**src/rtl/mag_sequencer.sv**
```systemverilog
// Tile sequencer for the gradient-magnitude datapath.
// Walks a frame tile by tile: accept, compute (with timeout), hand off.
module mag_sequencer #(
  parameter int unsigned NUM_TILES = 4096,
  parameter int unsigned TIMEOUT   = 16
) (
  input  logic        clk,
  input  logic        n_rst,
  input  logic        frame_start,
  input  logic        grad_valid,
  output logic        grad_ready,
  output logic        tile_load,
  output logic        mag_en,
  input  logic        mag_done,
  output logic        out_valid,
  input  logic        out_ready,
  output logic [11:0] tile_addr,
  output logic        busy,
  output logic        frame_done,
  output logic        err
);

  typedef enum logic [2:0] {
    IDLE,
    WAIT_IN,
    RUN,
    OUT,
    DONE,
    ERR
  } state_e;

  localparam logic [11:0] LAST = 12'(NUM_TILES - 1);
  localparam logic [7:0]  TMAX = 8'(TIMEOUT - 1);

  state_e      state_q, state_d;
  logic [11:0] addr_q, addr_d;
  logic [7:0]  timer_q, timer_d;

  always_ff @(posedge clk or negedge n_rst) begin
    if (!n_rst) begin
      state_q <= IDLE;
      addr_q  <= '0;
      timer_q <= '0;
    end else begin
      state_q <= state_d;
      addr_q  <= addr_d;
      timer_q <= timer_d;
    end
  end

  always_comb begin
    state_d = state_q;
    addr_d  = addr_q;
    timer_d = timer_q;
    unique case (state_q)
      IDLE: begin
        if (frame_start) begin
          addr_d  = '0;
          state_d = WAIT_IN;
        end
      end
      WAIT_IN: begin
        if (grad_valid) begin
          timer_d = '0;
          state_d = RUN;
        end
      end
      RUN: begin
        timer_d = timer_q + 8'd1;
        // a completion arriving on the last allowed cycle still counts
        if (mag_done) begin
          state_d = OUT;
        end else if (timer_q == TMAX) begin
          state_d = ERR;
        end
      end
      OUT: begin
        if (out_ready) begin
          if (addr_q == LAST) begin
            state_d = DONE;
          end else begin
            addr_d  = addr_q + 12'd1;
            state_d = WAIT_IN;
          end
        end
      end
      DONE: begin
        state_d = IDLE;
      end
      ERR: begin
        if (frame_start) begin
          addr_d  = '0;
          state_d = WAIT_IN;
        end
      end
      default: begin
        state_d = IDLE;
      end
    endcase
  end

  assign grad_ready = (state_q == WAIT_IN);
  assign tile_load  = (state_q == WAIT_IN) && grad_valid;
  assign mag_en     = (state_q == RUN);
  assign out_valid  = (state_q == OUT);
  assign busy       = (state_q != IDLE) && (state_q != ERR);
  assign frame_done = (state_q == DONE);
  assign err        = (state_q == ERR);
  assign tile_addr  = addr_q;

endmodule

```
**config.mk**
```make
export PLATFORM = sky130hd
export DESIGN_NAME = mag_sequencer
export DESIGN_NICKNAME = d
export VERILOG_FILES = /design/src/rtl/mag_sequencer.sv
export SDC_FILE = /design/constraint.sdc
export NUM_CORES = 1
export LEC_CHECK = 0
export BUFFER_PORTS_ARGS = -buffer_cell sky130_fd_sc_hd__buf_2
export CORE_ASPECT_RATIO = 1.2
export CORE_MARGIN = 5
export CORE_UTILIZATION = 32
export CTS_CLUSTER_DIAMETER = 200
export DETAILED_ROUTE_END_ITERATION = 6
export PLACE_DENSITY = 0.61
export SLEW_MARGIN = 15
export SYNTH_ARGS = -nofsm -noshare
export SYNTH_HDL_FRONTEND = slang
export SYNTH_SLANG_ARGS = --single-unit
```
**constraint.sdc**
```tcl
create_clock -name clk -period 1.5 [get_ports clk]
set_input_delay 0.225 -clock clk [delete_from_list [all_inputs] [get_ports clk]]
set_output_delay 0.225 -clock clk [all_outputs]
set_load 0.03 [all_outputs]
```
After elaboration in Yosys (flattened, before gate mapping)
Index checks and enable logic that the tools add are counted.
{"block": "classes", "add_sub_neg": 2, "n_reduce_logical": 10, "n_mux": 13, "eq_ne": 13}
{"cell": "$mux 12", "count": 3}
{"cell": "$pmux 12 s2", "count": 1}
{"cell": "$mux 3", "count": 6}
{"cell": "$pmux 8 s2", "count": 1}
{"cell": "$add 12x1->12 const B", "count": 1}
{"cell": "$eq 12x12->1 const B", "count": 1}
{"cell": "$pmux 3 s4", "count": 1}
{"cell": "$add 8x1->8 const B", "count": 1}
{"cell": "$eq 8x4->1 const B", "count": 1}
{"cell": "$mux 8", "count": 1}
{"cell": "$reduce_and 4->1", "count": 2}
{"cell": "$eq 3x2->1 const B", "count": 2}
{"cell": "$eq 3x3->1 const B", "count": 2}
{"cell": "$ne 2x1->1 const B", "count": 2}
{"cell": "$ne 2x2->1 const B", "count": 2}
{"cell": "$reduce_bool 2->1", "count": 2}
{"cell": "$eq 3x1->1 const B", "count": 1}
{"cell": "$logic_not 3->1", "count": 1}
{"cell": "$ne 3x1->1 const B", "count": 1}
{"cell": "$ne 3x3->1 const B", "count": 1}
{"cell": "$reduce_bool 3->1", "count": 1}
{"cell": "$logic_and 1x1->1", "count": 2}
{"cell": "$reduce_and 2->1", "count": 1}
{"cell": "$reduce_or 2->1", "count": 1}
{"block": "word_totals", "elab_cells": 41, "reg_bits": 23}

Logic depth before layout (Yosys ltp)
{"block": "depth", "ltp_word": 4, "mapped_depth": 7}

Worst setup path after synthesis
OpenSTA, ideal clock, no wires.
{"block": "synth_timing", "path_kind": "register -> output", "from": "register state_q[0]", "to": "output port tile_load", "slack_ps": -674, "arrival_time_ps": 1949, "required_ps": 1275, "stages_incl_launch_ff": 5, "cell_sequence": "dfrtp_1 > buf_6 > nor3b_1 > nand2_1 > inv_1"}
{"block": "synth_between", "elab_chain_len": 2}
{"element": "start: declaration", "line": "35", "text": "state_e state_q, state_d;"}
{"element": "start signal: assignment", "line": "45", "text": "state_q <= state_d;"}
{"element": "$eq 3x1->1"}
{"element": "net grad_ready", "line": "11", "text": "output logic grad_ready,"}
{"element": "$logic_and 1x1->1", "line": "103", "text": "assign tile_load = (state_q == WAIT_IN) && grad_valid;"}
{"element": "end: declaration", "line": "12", "text": "output logic tile_load,"}
The timed path passes the listed nets, and every way through them passes these cells.

Worst setup path after layout
{"block": "layout_timing", "from": "register state_q[2]", "to": "output port mag_en"}
{"block": "layout_between", "elab_chain_len": 1}
{"element": "$eq 3x2->1", "line": "104", "text": "assign mag_en = (state_q == RUN);"}
{"element": "end: declaration", "line": "13", "text": "output logic mag_en,"}
Every way passes these cells.

==> reports/results.txt <==
Status - finished with violations
Failing checks - negative setup slack
Sw frac - 45.4%
Worst-path maximum fanout - 5
#FFs+latches synth - 23
Critical Path Start Type - register
CP Capture Type - output port
Global Route Usage Sum - 15.7%
Slew @ Worst Pin - 549 ps
Total CTS buffers - 3
Placed cells - 268
Vias - 1,595
Antenna viol nets, final - 0
Fraction of layout cells with a size suffix above 1 - 59.1%
Int Pwr - 2.12 mW
Flop pwr share - 23.3%
Reg2Reg Depth - 4
Crit. Startpoint - state_q[2]
Top cell type's share of synthesized area - 40.3%
Setup CP Type - register to output port
Detailed Place HPWL - 2.92 mm
Yosys warnings - 0
FF-to-FF End - state_q[2]
Clock latency on the worst-skew pair - 270 ps
Die Span Y - 83.2 um
Final worst path period share - 113%
Largest net degree at the start of global routing - 24
CP arrival - 1480 ps
Ys async rst share - 100%
Final instance area - 0.00240 mm2
Reg2reg start - state_q[2]
Critical path's top delay family - flip-flops
Critical Path, Cell by Cell - or3b_4 > buf_6 > clkinv_8 > buf_6 > buf_6
Worst EP required - 1270 ps
Worst Setup EP - mag_en
First-pass GRT wire length - 7.71 mm
Post-Route WL - 4.64 mm
DR WL/cell - 16.2 um
Total of max-cap violations - 0
Non-filler instance count after layout - 286
Fmax - 588 MHz
NetSw - 1.76 mW
CTS H-tree lvls - 1
Buf/Inv on CP - 4
Count leader, synth - dfrtp_1
Crit-path most repeated cell - buf_6
Drc violations - 0
Vias in the first global route - 1,617
Maximum buffer depth of the clock tree - 2
Drt first pass iters - 4
Die area - 0.00590 mm2
Worst slew margin - 63.4%
Area contributors post-synth - dfrtp_1 (40%), o21ai_0 (5.6%), o31ai_1 (5.3%)
# setup viols final - 24
Period minus WS final - 1700 ps
CP max stage delay - 450 ps
Initial antenna violation count - 0
Main synth FF type - dfrtp_1
EDFF count, synth - 0
Placer Congestion - 0.864
Slew Limit Fails - 0
Clk pwr share - 10.3%
# rows - 26
Post-Syn Instances - 156
Worst VDD drop - 0.966 mV
Final hold viol count - 0
PD cells - 1620 mW/mm2
Unique masters post-synth - 48
Vias per cell - 5.58
Seq/Total Area, Yosys - 40.3%
Area Overhead vs Synth - 68.2%
CP max stage cell - dfrtp_2
Comb pwr share - 66.4%
DRT iter0 DRCs - 84
Clk sinks - 23
CTS tree - done
Post-placement cell area - 0.00194 mm2
Fin worst setup slack - -200 ps
Io pins - 25
Initial core utilization - 33.2%
Avg Cell Area, Syn - 9.15 um2
Post-Syn Nets - 164
Dpl ws - -125 ps
Clock transition at path regs - 90 ps
Core area - 0.00429 mm2
Antenna diode count - 0
RSZ-0062 raised after global routing - yes
Worst min path class - input pin to register
Clock root cell - clkbuf_8
Die X - 71.0 um
R2r setup slk - -130 ps
Synth Cell Area - 0.00143 mm2
Synth top cells by count - dfrtp_1 (23), o21ai_0 (16), nand2_1 (15)
PortBufs - 24
Final #Nets - 239
Critical path depth - 5
Post-layout util - 55.9%
Synth area leader - dfrtp_1
Worst clock skew - 2.02 ps
Leak - 1.07 nW
Grt ovf - 0
through the flow:
stage	hold slack [ps]	setup TNS [ps]	power [mW]
floorplan	-70.6	-1930	2.09
global placement	244	-642	2.67
detailed placement	243	-957	2.68
CTS	327	-2120	3.62
global route	334	-3870	4.12
finish	312	-2050	3.88
cell usage in the layout, fill, tap and decap left out, drive strengths merged, types with 4 or more instances in the layout:
| cell | instances |
|---|---|
| dfrtp | 23 |
| nand2 | 15 |
| o31ai | 10 |
| a21oi | 4 |
| nor2 | 7 |
| nand3 | 9 |
| inv | 4 |
| and3 | 4 |
| buf | 79 |
| o21ai | 16 |
| nand4 | 6 |
| a211oi | 5 |
flip-flops by register name, indices dropped and copies added, names as in the netlist:
register	count
state_q	3
timer_q	8
tile_addr	12
area by class of cell:
cell class	instances	area (um2)
fill	379	1890
multi-input combinational	117	1020
timing repair buffer	80	636
sequential	23	588
tap	56	70.1
clock buffer	3	41.3
inverter	6	38.8
clock inverter	1	5.00
power groups by stage:
stage / clock [mW] / sequential [mW] / combinational (mW)
after CTS: 0.407 / 0.889 / 2.33
after global routing: 0.440 / 0.922 / 2.76
after detailed placement: 0 / 0.894 / 1.79
final: 0.401 / 0.904 / 2.57
after global placement: 0 / 0.889 / 1.78
after floorplan: 0 / 0.994 / 1.10
timing repair:
action	4_1_cts	5_1_grt
gates resized for setup	48	36
endpoints found under the hold margin	23	0
setup buffers	14	6
pin swaps	6	16
endpoints found under the setup margin	25	29
gates cloned	1	0
hold buffers	1	0
logic make-up (layout without fill, tap and decap cells):
kind of cell               after synthesis  after routing  synth area share (%)
DFF                                     23             23                  40.3
buffers and inverters                   16             90                  6.13
adders and majority gates                2              2                  1.75
and+or+nand+nor                         61             61                  25.2
xor gates and xnor gates                 1              1                 0.614
muxes                                    3              3                  2.10
AOI/OAI and AO/OA                       50             50                  23.9
worst min-delay path by stage:
| stage | start | to | slack, ps | depth (start not counted) |
|---|---|---|---|---|
| 6_report | mag_done | state_q[1] | 310 | 3 |
| 5_1_grt | mag_done | state_q[1] | 330 | 3 |
| 4_1_cts | mag_done | state_q[1] | 330 | 3 |
| 3_5_place_dp | n_rst | state_q[0] | 240 | 1 |
| 3_3_place_gp | n_rst | timer_q[4] | 240 | 1 |
| 2_1_floorplan | n_rst | state_q[0] | -70 | 0 |
worst min-delay path: cells and delay by family:
family          cells  cell delay [ps]
buf+inv             1              110
compound gates      2              210
layer usage:
layer	vias up	track usage, %	wire length, um
met5	-	0	0
met4	0	4.79	69
met3	10	2.78	215
met2	58	26.1	2330
met1	779	20.7	2020
li1	748	-	-
Note: power is estimated with default switching activity, not from simulation.
